$ cat src/rtl/memory_arbiter.sv
// memory_arbiter: responder side of the datapath memory-request protocol.
// Serialises the instruction fetch request (iREN) and the data read/write requests
// (dREN/dWEN) onto a single-ported RAM and returns one-cycle ihit/dhit completion pulses.
//
// Ports:
//   CLK, nRST          clock, asynchronous active-low reset
//   iREN, iaddr        instruction read request and address
//   ihit, iload        instruction completion pulse and fetched word
//   dREN, dWEN         data read / write request (write wins when both are set)
//   daddr, dstore      data address and write data
//   dhit, dload        data completion pulse and load data (0 for writes)
//   ramREN, ramWEN     RAM read / write enables
//   ramaddr, ramstore  RAM address and write data
//   ramload, ramstate  RAM read data and status (00 FREE, 01 BUSY, 10 ACCESS, 11 ERROR)
//   memerr             one-cycle pulse on RAM error (or wait timeout)
//
// Optional feature: define MEMARB_TIMEOUT_EN to abandon an access whose RAM wait count
// reaches TIMEOUT; memerr pulses and no hit is issued.

module memory_arbiter #(
  parameter int unsigned ADDR_W     = 32,
  parameter int unsigned DATA_W     = 32,
  parameter int unsigned STARVE_MAX = 4,
  parameter int unsigned TIMEOUT    = 255
) (
  input  logic              CLK,
  input  logic              nRST,
  input  logic              iREN,
  input  logic [ADDR_W-1:0] iaddr,
  output logic              ihit,
  output logic [DATA_W-1:0] iload,
  input  logic              dREN,
  input  logic              dWEN,
  input  logic [ADDR_W-1:0] daddr,
  input  logic [DATA_W-1:0] dstore,
  output logic              dhit,
  output logic [DATA_W-1:0] dload,
  output logic              ramREN,
  output logic              ramWEN,
  output logic [ADDR_W-1:0] ramaddr,
  output logic [DATA_W-1:0] ramstore,
  input  logic [DATA_W-1:0] ramload,
  input  logic [1:0]        ramstate,
  output logic              memerr
);

  typedef enum logic [1:0] {StIdle, StIacc, StDacc} state_e;

  localparam logic [1:0] RamAccess = 2'b10;
  localparam logic [1:0] RamError  = 2'b11;

  // Wide enough to hold STARVE_MAX (at least one bit).
  localparam int unsigned       StarveW   = $clog2(STARVE_MAX + 2);
  localparam logic [StarveW-1:0] StarveLim = StarveW'(STARVE_MAX);

  state_e              state_q, state_d;
  logic [StarveW-1:0]  starve_q, starve_d;
  logic [ADDR_W-1:0]   addr_q, addr_d;
  logic [DATA_W-1:0]   store_q, store_d;
  logic                wr_q, wr_d;
  logic                tmo;
  logic                done;
  logic                dreq;

  assign done = (ramstate == RamAccess);
  assign dreq = dREN | dWEN;

`ifdef MEMARB_TIMEOUT_EN
  localparam logic [7:0] TimeoutCnt = 8'(TIMEOUT);

  logic [7:0] wait_q, wait_d;

  // Held at zero while idle, so every access starts counting from zero.
  always_comb begin
    wait_d = wait_q;
    if (state_q == StIdle) begin
      wait_d = '0;
    end else if (!done) begin
      wait_d = wait_q + 8'd1;
    end
  end

  always_ff @(posedge CLK or negedge nRST) begin
    if (!nRST) begin
      wait_q <= '0;
    end else begin
      wait_q <= wait_d;
    end
  end

  assign tmo = (wait_q == TimeoutCnt);
`else
  assign tmo = 1'b0;
`endif

  always_comb begin
    state_d  = state_q;
    starve_d = starve_q;
    addr_d   = addr_q;
    store_d  = store_q;
    wr_d     = wr_q;
    ihit     = 1'b0;
    dhit     = 1'b0;
    iload    = '0;
    dload    = '0;
    ramREN   = 1'b0;
    ramWEN   = 1'b0;
    ramaddr  = '0;
    ramstore = '0;
    memerr   = 1'b0;

    unique case (state_q)
      StIdle: begin
        if (iREN && (starve_q == StarveLim)) begin
          // Instruction fetch has waited behind STARVE_MAX data grants.
          state_d = StIacc;
          addr_d  = iaddr;
        end else if (dreq) begin
          state_d = StDacc;
          addr_d  = daddr;
          store_d = dstore;
          wr_d    = dWEN;
          // iREN here implies starve_q < StarveLim, so this never overflows.
          if (iREN) begin
            starve_d = starve_q + StarveW'(1);
          end
        end else if (iREN) begin
          state_d = StIacc;
          addr_d  = iaddr;
        end
      end

      StIacc: begin
        ramaddr = addr_q;
        if (done) begin
          // Completion wins over a same-cycle abort.
          ramREN   = 1'b1;
          ihit     = 1'b1;
          iload    = ramload;
          starve_d = '0;
          state_d  = StIdle;
        end else begin
          ramREN = iREN;
          memerr = (ramstate == RamError) || tmo;
          if ((ramstate == RamError) || tmo || !iREN) begin
            state_d = StIdle;
          end
        end
      end

      StDacc: begin
        ramaddr  = addr_q;
        ramstore = wr_q ? store_q : '0;
        if (done) begin
          ramREN  = !wr_q;
          ramWEN  = wr_q;
          dhit    = 1'b1;
          dload   = wr_q ? '0 : ramload;
          state_d = StIdle;
        end else begin
          ramREN = !wr_q && dreq;
          ramWEN = wr_q && dreq;
          memerr = (ramstate == RamError) || tmo;
          if ((ramstate == RamError) || tmo || !dreq) begin
            state_d = StIdle;
          end
        end
      end

      default: begin
        state_d = StIdle;
      end
    endcase
  end

  always_ff @(posedge CLK or negedge nRST) begin
    if (!nRST) begin
      state_q  <= StIdle;
      starve_q <= '0;
      addr_q   <= '0;
      store_q  <= '0;
      wr_q     <= 1'b0;
    end else begin
      state_q  <= state_d;
      starve_q <= starve_d;
      addr_q   <= addr_d;
      store_q  <= store_d;
      wr_q     <= wr_d;
    end
  end

endmodule

$ cat config.mk
export PLATFORM = sky130hd
export DESIGN_NAME = memory_arbiter
export DESIGN_NICKNAME = d
export VERILOG_FILES = /design/src/rtl/memory_arbiter.sv
export SDC_FILE = /design/constraint.sdc
export NUM_CORES = 1
export LEC_CHECK = 0
export CORE_MARGIN = 1
export CORE_UTILIZATION = 40
export CTS_CLUSTER_SIZE = 16
export DETAILED_ROUTE_END_ITERATION = 16
export PLACE_DENSITY = 0.88
export SYNTH_ARGS = -nofsm -noshare
export SYNTH_HDL_FRONTEND = slang
export SYNTH_SLANG_ARGS = --single-unit
export TNS_END_PERCENT = 100
$ cat constraint.sdc
create_clock -name CLK -period 3.3 [get_ports CLK]
set_input_delay 0.33 -clock CLK [delete_from_list [all_inputs] [get_ports CLK]]
set_output_delay 0.33 -clock CLK [all_outputs]
set_load 0.02 [all_outputs]
==> results of run 1 <==
placed cells by master, fill, tap and decap left out:
cell type and count:
or2_1 1, inv_1 5, nand3_2 1, mux2_2 3, or3b_1 1, a21oi_1 3
dfrtp_1 70, nor2b_1 2, clkbuf_8 9, ha_1 5, bufinv_16 1, o21ai_0 5
a32o_1 1, a21boi_0 1, o211a_1 1, and2b_1 1, mux2i_1 34, mux2_1 29
nand3_1 7, o311ai_1 3, nor2b_2 1, clkinvlp_4 1, clkdlybuf4s50_1 266, nand2_1 37
clkinv_4 1, nand2b_1 2, o21ai_4 1, inv_6 2, and2_1 66, nand3_4 1
inv_8 2, buf_4 7, nand2_4 1, o21ai_1 31, and3_1 65, nor2_1 1
kinds of logic after synthesis:
logic type               Yosys count  share of synthesized area (%)
AO/OA/AOI/OAI                     46                           6.29
adder cells (fa/ha/maj)            5                           1.53
flip-flops                        70                           42.7
multiplexers                      66                           17.1
AND/OR/NAND/NOR                  187                           26.6
buffers and inverters             40                           5.74
worst max-delay path by stage:
stage / start / endpoint / cells past startpoint
detailed placement: ramstate[1] / dload[7] / 6
finish: state_q[1] / ramREN / 5
floorplan: state_q[0] / dload[0] / 6
CTS: state_q[0] / dload[7] / 6
global placement: ramstate[1] / dload[24] / 6
global route: state_q[1] / ramREN / 5
cell usage after synthesis, types with 3 or more instances:
| cell type | number | area (um2) |
|---|---|---|
| and2_1 | 66 | 413 |
| mux2_1 | 29 | 327 |
| o21ai_1 | 31 | 155 |
| and3_1 | 65 | 407 |
| nand2_1 | 37 | 139 |
| nand3_1 | 7 | 35.0 |
| dfrtp_1 | 70 | 1750 |
| nor2b_1 | 3 | 18.8 |
| clkbuf_2 | 3 | 15.0 |
| mux2_2 | 3 | 33.8 |
| inv_1 | 5 | 18.8 |
| buf_4 | 5 | 37.5 |
| ha_1 | 5 | 62.6 |
| buf_6 | 8 | 90.1 |
| mux2i_1 | 34 | 340 |
| o311ai_1 | 3 | 26.3 |
| clkbuf_1 | 17 | 63.8 |
| a21oi_1 | 3 | 15.0 |
| o21ai_0 | 5 | 25.0 |
state kept, by name (all words and copies together) (netlist names):
register / count
store_q: 32
wr_q: 1
state_q: 2
addr_q: 32
starve_q: 3
layout make-up:
type	count	area share [%]
inverter	5	0.269
tap	133	2.38
multi-input combinational	304	30.4
clock buffer	9	1.77
clock inverter	7	1.24
timing repair buffer	273	38.9
sequential	70	25.1
power by group through the flow:
| stage | Sequential (mW) | Combinational, mW | Clock (mW) |
|---|---|---|---|
| 5_1_grt | 1.59 | 3.51 | 0.802 |
| 3_3_place_gp | 1.52 | 3.19 | 0 |
| 4_1_cts | 1.54 | 3.27 | 0.758 |
| 3_5_place_dp | 1.55 | 3.26 | 0 |
| 6_report | 1.54 | 3.23 | 0.735 |
| 2_1_floorplan | 1.46 | 2.09 | 0 |
metrics by stage:
| step | hold slack, ps | std cells | cell area, um2 | power [mW] | worst slack [ps] |
|---|---|---|---|---|---|
| after floorplan | 34.4 | 414 | 4100 | 3.55 | 1400 |
| after global placement | 460 | 785 | 6770 | 4.71 | 555 |
| after detailed placement | 469 | 785 | 6770 | 4.81 | 415 |
| after CTS | 127 | 801 | 6980 | 5.57 | 398 |
| after global routing | 159 | 801 | 6980 | 5.91 | 175 |
| final | 92.0 | 801 | 6980 | 5.50 | 388 |
layer usage:
layer	part of all wire, %	global-route usage (%)
met1	38	24.2
met2	53	43.2
met3	7.5	5.85
met4	2.0	7.69
met5	0	0
==> flow_summary.yaml, run 1 <==
status:
  status: "complete, no violations"
worst_setup_path:
  crit_path_end_kind: "output pin"
  r2r_cells: 7
  critical_path_class: "register to output pin"
  cp.required_ps: 2970
  arrival_ps: 2580
  path_buf_inv: 2
  path_delay_family: "buffers and inverters"
  worst-path-max-fanout: 35
  worstReg2RegStart: "state_q[1]"
  cp_cell_sequence: "inv_1 > ha_1 > o21ai_0 > a21boi_0 > clkdlybuf4s50_1"
  ff2ff_setup_slack_ps: 1110
  slowest_delay_ps: 730
  startpoint_type: "register"
  slowest_stage: "ha_1"
  timing.rr.end: "state_q[1]"
global_route:
  grt_max_degree: 71
  overflow: 0
  antenna_found_initial: 0
  grt_pass1_wl_um: 18300
  track_usage_pct: 22.7
  grt_pass1_vias: 3812
power_and_ir_drop:
  cellPowerDensity_mw_per_mm2: 787
  intPower_mw: 3.20
  p_switching_mw: 2.30
  combPwrFrac_pct: 58.7
  seqPwrFrac_pct: 28.0
  leakage_nw: 3.07
  swShare_pct: 41.7
  irDropWorstVdd_mv: 0.475
  p_clk_share_pct: 13.4
clock_network:
  ctsLongestPathBuffers: 2
  ctsRootBufferMaster: "clkbuf_8"
  post_cts_buffers: 0
  clock_sinks: 70
  cts_buffers: 9
  insertion_delay_ps: 350
  cts_tree: "built"
  clk_pin_slew_ps: 100
  hold_buffers: 0
  htreeDepth: 3
  postCtsResizedCells: 0
yosys:
  syn_area_mm2: 0.00410
  synth_ff_type: "dfrtp_1"
  yosys_warnings: 0
  synth_edf_count: 0
  ys_ff_latch: 70
  ys_seq_area_share_pct: 42.7
  yosysUniqueCellTypes: 32
  synth_cells: 414
  synth-async-reset-ratio_pct: 100
  syn_area_per_cell_um2: 9.90
  syn_nets: 554
detailed_routing:
  avgRoutedWirePerCell_um: 15.5
  num_vias: 3928
  wl_um: 12400
  viasPerCell: 4.90
  ant_nets: 0
  drtPass1Iterations: 4
  drc_errors: 0
  drt_iter0_markers: 82
cells_and_area:
  final-seq-area_mm2: 0.00175
  n_fill_cell: 761
  diodes: 0
  nets: 803
  drive_above_1_share_pct: 4.64
  utilization_pct: 70.8
  syn_to_final_growth_pct: 70.4
  multi_input_area_mm2: 0.00212
timing:
  setup_viol: 0
  finalSetupTns_ps: 0
  drv_slew: 0
  maxSlewHeadroom_pct: 40.5
  worstMarginPinSlew_ps: 893
  finalWorstPathRequiredPeriod_ps: 2910
  fmax_mhz: 343
  hold_viol: 0
  fin_worst_skew_ps: 15.2
  period_share_pct: 88.2
  rsz0062_at_grt: "no"
run:
  maxCapViolations: 0
floorplanning:
  core_area_mm2: 0.00986
  start_util_pct: 41.5
  die-area_mm2: 0.0107
  fp.dieW_um: 103
  fp.dieH_um: 103
  rows: 36
  io_pins: 268
placement:
  hpwlAfterDp_um: 9430
  finalWeightedCongestion: 0.747
  port_buffers: 267
min_path:
  hp-class: "input port to asynchronous set/reset pin"
(Power assumes the default switching activity.)
==> inputs of run 2 (changes only) <==
--- a/config.mk
+++ b/config.mk
@@ -5,7 +5,6 @@
 export SDC_FILE = /design/constraint.sdc
 export NUM_CORES = 1
 export LEC_CHECK = 0
-export CORE_MARGIN = 1
 export CORE_UTILIZATION = 40
 export CTS_CLUSTER_SIZE = 16
 export DETAILED_ROUTE_END_ITERATION = 16
==> results of run 2 <==
Same layout as run 1: the final DEF is identical, and so are final timing and power.
